$ cat config.mk
export PLATFORM = sky130hd
export DESIGN_NAME = fill_trigger_sequencer
export DESIGN_NICKNAME = d
export VERILOG_FILES = /design/src/rtl/fill_trigger_sequencer.sv
export SDC_FILE = /design/constraint.sdc
export NUM_CORES = 1
export LEC_CHECK = 0
export CORE_ASPECT_RATIO = 1.75
export CORE_MARGIN = 2
export CORE_UTILIZATION = 30
export CTS_CLUSTER_SIZE = 28
export DETAILED_ROUTE_END_ITERATION = 8
export SYNTH_ARGS = -nofsm -noshare
export SYNTH_HDL_FRONTEND = slang
export SYNTH_SLANG_ARGS = --single-unit
$ cat constraint.sdc
create_clock -name clk -period 5.3 [get_ports clk]
set_input_delay 1.06 -clock clk [delete_from_list [all_inputs] [get_ports clk]]
set_output_delay 1.06 -clock clk [all_outputs]
set_load 0.05 [all_outputs]
$ cat src/rtl/fill_trigger_sequencer.sv
// Fill trigger sequencer.
// Accepts a trigger pulse when idle, starts a fill on the enabled digitizer
// channels, waits for every enabled channel to report done (or for the fill
// timeout), writes one header word into the header FIFO, waits for the
// channel readout to finish, then disarms the enabled channels for ARM_LOW
// cycles before returning to idle.
//
// Ports:
//   clk, reset            clock, synchronous active-high reset
//   trigger               one-cycle trigger pulse
//   cm_busy               channel manager busy, blocks acceptance
//   chan_en[NCHAN]        channel enable mask, latched at acceptance
//   done[NCHAN]           per-channel fill done (pulse or level)
//   timeout_limit[TMO_W]  fill timeout in cycles, 0 disables it
//   fifo_ready            header FIFO ready
//   chan_readout_done     readout complete pulse
//   fifo_valid, fifo_data header word {timeout_flag, missing_mask, trig_num}
//   go[NCHAN]             per-channel fill start, high through FILL
//   trig_arm[NCHAN]       per-channel arm, enabled channels low during REARM
//   trig_num[TNUM_W]      count of accepted triggers
//   dropped_cnt[16]       saturating count of rejected triggers
//   busy                  high whenever not idle
module fill_trigger_sequencer #(
    parameter int NCHAN   = 5,
    parameter int TNUM_W  = 24,
    parameter int ARM_LOW = 10,
    parameter int TMO_W   = 16
) (
    input  logic                    clk,
    input  logic                    reset,
    input  logic                    trigger,
    input  logic                    cm_busy,
    input  logic [NCHAN-1:0]        chan_en,
    input  logic [NCHAN-1:0]        done,
    input  logic [TMO_W-1:0]        timeout_limit,
    input  logic                    fifo_ready,
    input  logic                    chan_readout_done,
    output logic                    fifo_valid,
    output logic [TNUM_W+NCHAN:0]   fifo_data,
    output logic [NCHAN-1:0]        go,
    output logic [NCHAN-1:0]        trig_arm,
    output logic [TNUM_W-1:0]       trig_num,
    output logic [15:0]             dropped_cnt,
    output logic                    busy
);

    typedef enum logic [2:0] {
        IDLE         = 3'd0,
        FILL         = 3'd1,
        STORE        = 3'd2,
        WAIT_READOUT = 3'd3,
        REARM        = 3'd4
    } state_t;

    localparam logic [7:0] ARM_LAST = 8'(ARM_LOW - 1);

    state_t              state_q, state_d;
    logic [NCHAN-1:0]    en_q, en_d;
    logic [NCHAN-1:0]    done_seen_q, done_seen_d;
    logic [NCHAN-1:0]    missing_q, missing_d;
    logic                tflag_q, tflag_d;
    logic [TMO_W-1:0]    tmo_cnt_q, tmo_cnt_d;
    logic [TNUM_W-1:0]   trig_num_q, trig_num_d;
    logic [15:0]         dropped_q, dropped_d;
    logic [7:0]          arm_cnt_q, arm_cnt_d;
    logic [NCHAN-1:0]    go_q, go_d;
    logic [NCHAN-1:0]    trig_arm_q, trig_arm_d;
    logic                fifo_valid_q, fifo_valid_d;
    logic                busy_q, busy_d;
    logic                drop_s;
    logic [NCHAN-1:0]    done_all_s;

    // Done bits seen so far including this cycle's inputs.
    assign done_all_s = done_seen_q | done;

    // Next-state, counters and the registered copies of the outputs.
    always_comb begin
        state_d     = state_q;
        en_d        = en_q;
        done_seen_d = done_seen_q;
        missing_d   = missing_q;
        tflag_d     = tflag_q;
        tmo_cnt_d   = tmo_cnt_q;
        trig_num_d  = trig_num_q;
        arm_cnt_d   = arm_cnt_q;
        drop_s      = 1'b0;

        case (state_q)
            IDLE: begin
                if (trigger) begin
                    if (!cm_busy && (chan_en != {NCHAN{1'b0}})) begin
                        state_d     = FILL;
                        trig_num_d  = trig_num_q + TNUM_W'(1);
                        en_d        = chan_en;
                        done_seen_d = {NCHAN{1'b0}};
                        missing_d   = {NCHAN{1'b0}};
                        tflag_d     = 1'b0;
                        tmo_cnt_d   = {TMO_W{1'b0}};
                    end else begin
                        drop_s = 1'b1;
                    end
                end else begin
                    drop_s = 1'b0;
                end
            end
            FILL: begin
                done_seen_d = done_seen_q | (done & en_q);
                tmo_cnt_d   = tmo_cnt_q + TMO_W'(1);
                // Completion is tested first so it wins over a coincident timeout.
                if ((done_all_s & en_q) == en_q) begin
                    state_d   = STORE;
                    tflag_d   = 1'b0;
                    missing_d = {NCHAN{1'b0}};
                end else if ((timeout_limit != {TMO_W{1'b0}}) &&
                             (tmo_cnt_q == (timeout_limit - TMO_W'(1)))) begin
                    state_d   = STORE;
                    tflag_d   = 1'b1;
                    missing_d = en_q & ~done_all_s;
                end else begin
                    state_d = FILL;
                end
            end
            STORE: begin
                if (fifo_valid_q && fifo_ready) begin
                    state_d = WAIT_READOUT;
                end else begin
                    state_d = STORE;
                end
            end
            WAIT_READOUT: begin
                if (chan_readout_done) begin
                    state_d   = REARM;
                    arm_cnt_d = 8'd0;
                end else begin
                    state_d = WAIT_READOUT;
                end
            end
            REARM: begin
                if (arm_cnt_q == ARM_LAST) begin
                    state_d = IDLE;
                end else begin
                    arm_cnt_d = arm_cnt_q + 8'd1;
                end
            end
            default: begin
                state_d = IDLE;
            end
        endcase

        // Any trigger outside IDLE is rejected.
        if (trigger && (state_q != IDLE)) begin
            drop_s = 1'b1;
        end else begin
            drop_s = drop_s;
        end

        if (drop_s && (dropped_q != 16'hFFFF)) begin
            dropped_d = dropped_q + 16'd1;
        end else begin
            dropped_d = dropped_q;
        end

        // Outputs are computed from the next state so they line up with it.
        go_d         = (state_d == FILL)  ? en_d  : {NCHAN{1'b0}};
        trig_arm_d   = (state_d == REARM) ? ~en_d : {NCHAN{1'b1}};
        fifo_valid_d = (state_d == STORE);
        busy_d       = (state_d != IDLE);
    end

    // State, counter and output registers with synchronous reset.
    always_ff @(posedge clk) begin
        if (reset) begin
            state_q      <= IDLE;
            en_q         <= {NCHAN{1'b0}};
            done_seen_q  <= {NCHAN{1'b0}};
            missing_q    <= {NCHAN{1'b0}};
            tflag_q      <= 1'b0;
            tmo_cnt_q    <= {TMO_W{1'b0}};
            trig_num_q   <= {TNUM_W{1'b0}};
            dropped_q    <= 16'd0;
            arm_cnt_q    <= 8'd0;
            go_q         <= {NCHAN{1'b0}};
            trig_arm_q   <= {NCHAN{1'b1}};
            fifo_valid_q <= 1'b0;
            busy_q       <= 1'b0;
        end else begin
            state_q      <= state_d;
            en_q         <= en_d;
            done_seen_q  <= done_seen_d;
            missing_q    <= missing_d;
            tflag_q      <= tflag_d;
            tmo_cnt_q    <= tmo_cnt_d;
            trig_num_q   <= trig_num_d;
            dropped_q    <= dropped_d;
            arm_cnt_q    <= arm_cnt_d;
            go_q         <= go_d;
            trig_arm_q   <= trig_arm_d;
            fifo_valid_q <= fifo_valid_d;
            busy_q       <= busy_d;
        end
    end

    assign fifo_valid  = fifo_valid_q;
    assign fifo_data   = {tflag_q, missing_q, trig_num_q};
    assign go          = go_q;
    assign trig_arm    = trig_arm_q;
    assign trig_num    = trig_num_q;
    assign dropped_cnt = dropped_q;
    assign busy        = busy_q;

endmodule
# Word-level counts from Yosys, hierarchy flattened
# Cells that the tools add are included.
# word_totals
register_bits	95
in_bits	32
output_inout_bits	82
elab_cells	94
# classes
add_sub_neg	5
eq_ne	16
mux	32
bitwise	9
reduce_logical	19
# op_table
op	count
2-to-1 mux 5 bit	7
adder 16 x 1 -> 16 bit (second input constant)	2
2-to-1 mux 16 bit	2
one-hot mux 16 bit (2 select lines)	1
adder 24 x 1 -> 24 bit (second input constant)	1
one-hot mux 5 bit (2 select lines)	2
equality test 16 bit	1
2-to-1 mux 8 bit	2
inequality test 16 bit (second input constant)	1
one-hot mux 8 bit (2 select lines)	1
nonzero test 16 bit	1
subtractor 16 x 1 -> 16 bit (second input constant)	1
AND 5 bit	3
one-hot mux 3 bit (5 select lines)	1
2-to-1 mux 3 bit	4
NOT 5 bit	2
OR 5 bit	2
equality test 3 x 2 -> 1 bit (second input constant)	3
2-to-1 mux 1 bit	9
AND reduction 3 bit	3
adder 8 x 1 -> 8 bit (second input constant)	1
equality test 8 x 4 -> 1 bit (second input constant)	1
inequality test 2 bit (second input constant)	4
equality test 3 x 1 -> 1 bit (second input constant)	2
other kinds (14)	24

# Logic depth before layout (Yosys ltp)
# logic_depth
word_depth	9
mapped_depth	10

# Least setup slack after synthesis
# No wires, ideal clock.
# synth_timing
path_type	input -> register
start	input timeout_limit[0]
end	register busy_q (netlist: busy)
setup_ps	134
arrival_time_ps	3710
required_time_ps	5166
slack_ps	1456
cell_stages	10
path_buffers	0
cell_sequence	inv_1 ha_1 or4b_1 nor4b_4 xor2_1 o221ai_1 a22oi_1 or4_4 a31o_1 or4_1
# synth_via
elab_chain_len	7
word_cells_on_any_way	8
classes_between	add/sub: 1; eq/ne: 1; mux: 3; reduce/logical: 3
# synth_lines
item	line	source
start, declared	35	input logic [TMO_W-1:0] timeout_limit,
subtractor 16 x 1 -> 16 bit	115	(tmo_cnt_q == (timeout_limit - TMO_W'(1)))) begin
equality test 16 bit	115	
logical AND 1 bit (*)	114	end else if ((timeout_limit != {TMO_W{1'b0}}) &&
2-to-1 mux 2 bit (*)	114	
2-to-1 mux 2 bit (*)	110	if ((done_all_s & en_q) == en_q) begin
one-hot mux 3 bit (5 select lines) (*)	88	case (state_q)
nonzero test 3 bit (*)	167	busy_d = (state_d != IDLE);
end signal, assigned	199	busy_q <= busy_d;
end, declared	69	logic busy_q, busy_d;
# Every way passes the cells marked *; elsewhere a longest branch is shown, timed or not.
# A chain may end at the register's enable or synchronous reset.

# Worst setup path in the final report
# Ends and elaborated chain as after synthesis.

==> run summary <==
outcome: complete, no violations
share of power burned in registers: 0.480
Cells after Synth: 561
Synth-to-Final Area Change: 30.22%
Clk pwr share: 0.422
first-pass GRT wire length: 20.53 mm
Rel. slew slack: 0.4246
WP buf/inv: 2
DRC: 0
total number of vias: 4232
Post-Route Setup TNS: 0 ns
fillers: 1568
maximum clock path buffer count: 2
CP delay by family, top: simple AND/OR/NAND/NOR gates
#FFs+latches synth: 95
final setup skew: 0.01014 ns
CTS tree: yes
PostCTS Resize Cnt: 0
clock sinks: 95
Final Hold Viols: 0
overall fraction of global-route tracks in use: 0.1518
hold path start: done_seen_q[2]
Antenna Diode Count: 0
Tcrit/Tclk final: 0.8060
first drt pass iteration count: 4
Post-CTS Setup Bufs: 0
Least-Margin Pin Slew: 0.8631 ns
DP Wirelength: 9.802 mm
Post-synth EDFFs: 0
Final #Nets: 685
largest net degree at the start of global routing: 57
core area: 15390 um^2
WP data arrival: 4.48 ns
total wire length: 12.80 mm
share of cells above drive strength 1: 0.04455
Multi-input gate area: 2536 um^2
I/O Buffers: 113
Pleak: 2.145 nW
Gate power share: 0.098
power per cell area: 249.3 nW/um^2
die footprint: 16760 um^2
drt wl/cell: 15.29 um
Top FF cell, synth: dfxtp_1
startpoint types: input port
Starting Density: 0.3062
fmax: 234.1 MHz
Max stage delay cell, worst path: or4b_1
crit path kind: input port to register
worst hold margin: 0.4775 ns
htree depth: 3
root buffer cell: clkbuf_16
Worst Hold Class: register to register
post-synthesis cell area: 4712 um^2
Synth Warn #: 0
Critical Path Fanout Max: 7
max-cap viol count: 0
Net Sw Frac: 0.2490
Int Pwr: 0.001149 W
Critical Path RT: 5.51 ns
asr flop ratio synth: 0
Clk pin slew, worst setup/hold paths: 0.07 ns
unrepaired setup endpoints after global routing: no
Setup Viol. Count Final: 0
post-synth cell types: 50
TritonCTS buffer count: 9
vias in the first global route: 4149
Slew Limit Fails: 0
initial drt markers: 142
grt ovf: 0
Synth area leader: dfxtp_1
largest stage delay on the critical path: 0.60 ns
worst r2r src: state_q[2]
Seq. cell area: 1902 um^2
drt via density: 5.056
Mapped Nets: 599
initial antenna violation count: 0
Post-CTS Hold Buffers: 0
sequential fraction of the synthesis area: 0.4036
most numerous cell in the Yosys netlist: dfxtp_1
DIE WIDTH: 98.74 um
die height: 169.8 um
Rows: 60
syn_area_per_cell: 8.399 um^2
NetSw: 0.0003808 W
IO Pins: 114
Tmin final: 4.272 ns
Post-DRT Antenna Nets: 0
most frequent cells after synthesis: dfxtp_1, nor2_1, nand2_1
ranking of synthesized cells by area: dfxtp_1, xor2_1, nor2_1
worst path cell trace: clkdlybuf4s50_1 -> inv_1 -> ha_1 -> or4b_1 -> nor4b_4 -> xor2_1 -> o221ai_1 -> a22oi_1 -> or4_4 -> a31o_1 -> or4_1
Clock Latency Late Sink: 0.34 ns
Worst IR Drop VDD: 0.1754 mV
GPL Wtd Cong: 0.8407
Synth top area share: 0.4036
Crit. Startpoint: timeout_limit[0]
Setup crit end kind: register
-- routing by layer --
| layer | track usage | up-vias | wire length, um |
|---|---|---|---|
| met4 | 0.06254 | 0 | 293 |
| met1 | 0.1642 | 2009 | 5146 |
| met5 | 0 | - | 0 |
| met2 | 0.2816 | 109 | 6734 |
| met3 | 0.03295 | 19 | 622 |
| li1 | - | 2095 | - |
-- worst min-delay path: stages, from the launching register on --
cell     delay (ns)
dfxtp_1        0.33
a31oi_1        0.04
nor2_1         0.07
-- logic make-up (layout without fill, tap and decap cells) --
logic type / after synthesis / count (layout) / share of synthesized area
AOI/OAI and AO/OA: 59 / 59 / 0.08046
xor gates and xnor gates: 66 / 66 / 0.1227
adders and majority gates: 6 / 6 / 0.01593
buffers and inverters: 48 / 138 / 0.05815
DFF: 95 / 95 / 0.4036
muxes: 6 / 6 / 0.01354
and+or+nand+nor: 281 / 281 / 0.3056
-- metrics by stage --
stage | instance area [um^2] | worst slack [ns] | utilization | total power, W | std cells
after detailed placement | 5842 | 0.6922 | 0.3796 | 0.0009001 | 822
after CTS | 6136 | 1.037 | 0.3987 | 0.001549 | 837
after global routing | 6136 | 0.8351 | 0.3987 | 0.001589 | 837
after global placement | 5842 | 0.7654 | 0.3796 | 0.0008973 | 822
final | 6136 | 1.028 | 0.3987 | 0.001529 | 837
after floorplan | 4712 | 1.456 | - | 0.0008348 | 561
-- worst paths after layout --
path	end	slack, ns	cells after the start
worst min-delay path	done_seen_q[2]	0.48	2
worst max-delay path	busy	1.03	11
worst min register to register	done_seen_q[2]	0.48	2
worst max register to register	trig_num[20]	2.50	7
-- cells in the final DEF, fill, tap and decap left out, types with 4 or more instances in the layout --
cell type	n
nand4_1	16
o21ai_0	11
and4_1	5
inv_1	8
a21oi_1	18
nor4_1	5
ha_1	6
nor4b_1	4
xor2_1	42
nand3b_1	4
nor3_1	14
xnor2_1	24
nor2_1	90
or3_1	9
and3_1	8
clkbuf_16	9
dfxtp_1	95
nor2b_1	5
nand2_1	59
nand2b_1	9
nor3b_1	9
nand3_1	24
a31oi_1	8
a22o_1	5
clkdlybuf4s50_1	112
-- cell type report --
type                            count  share of cell area
Clock inverter                      6             0.01122
Timing Repair Buffer              115              0.1860
Multi-Input combinational cell    418              0.4133
Inverter                            8            0.004894
Clock buffer                        9             0.03670
Sequential cell                    95              0.3100
Tap cell                          186             0.03793
-- power by group through the flow --
| stage | Combinational [W] | Clock, W | Sequential, W |
|---|---|---|---|
| floorplan | 0.0000719 | 0 | 0.000763 |
| global placement | 0.000147 | 0 | 0.000750 |
| detailed placement | 0.000150 | 0 | 0.000750 |
| CTS | 0.000151 | 0.000664 | 0.000734 |
| global route | 0.000163 | 0.000691 | 0.000735 |
| finish | 0.000150 | 0.000646 | 0.000734 |
-- registers in the layout, summed over array words and instances, names as in the netlist --
register / cells
tflag_q: 1
go: 5
trig_arm: 5
arm_cnt_q: 8
tmo_cnt_q: 16
done_seen_q: 5
dropped_cnt: 16
en_q: 5
missing_q: 5
state_q: 3
busy: 1
trig_num: 24
fifo_valid: 1
Power figures use the tool's default switching activity.
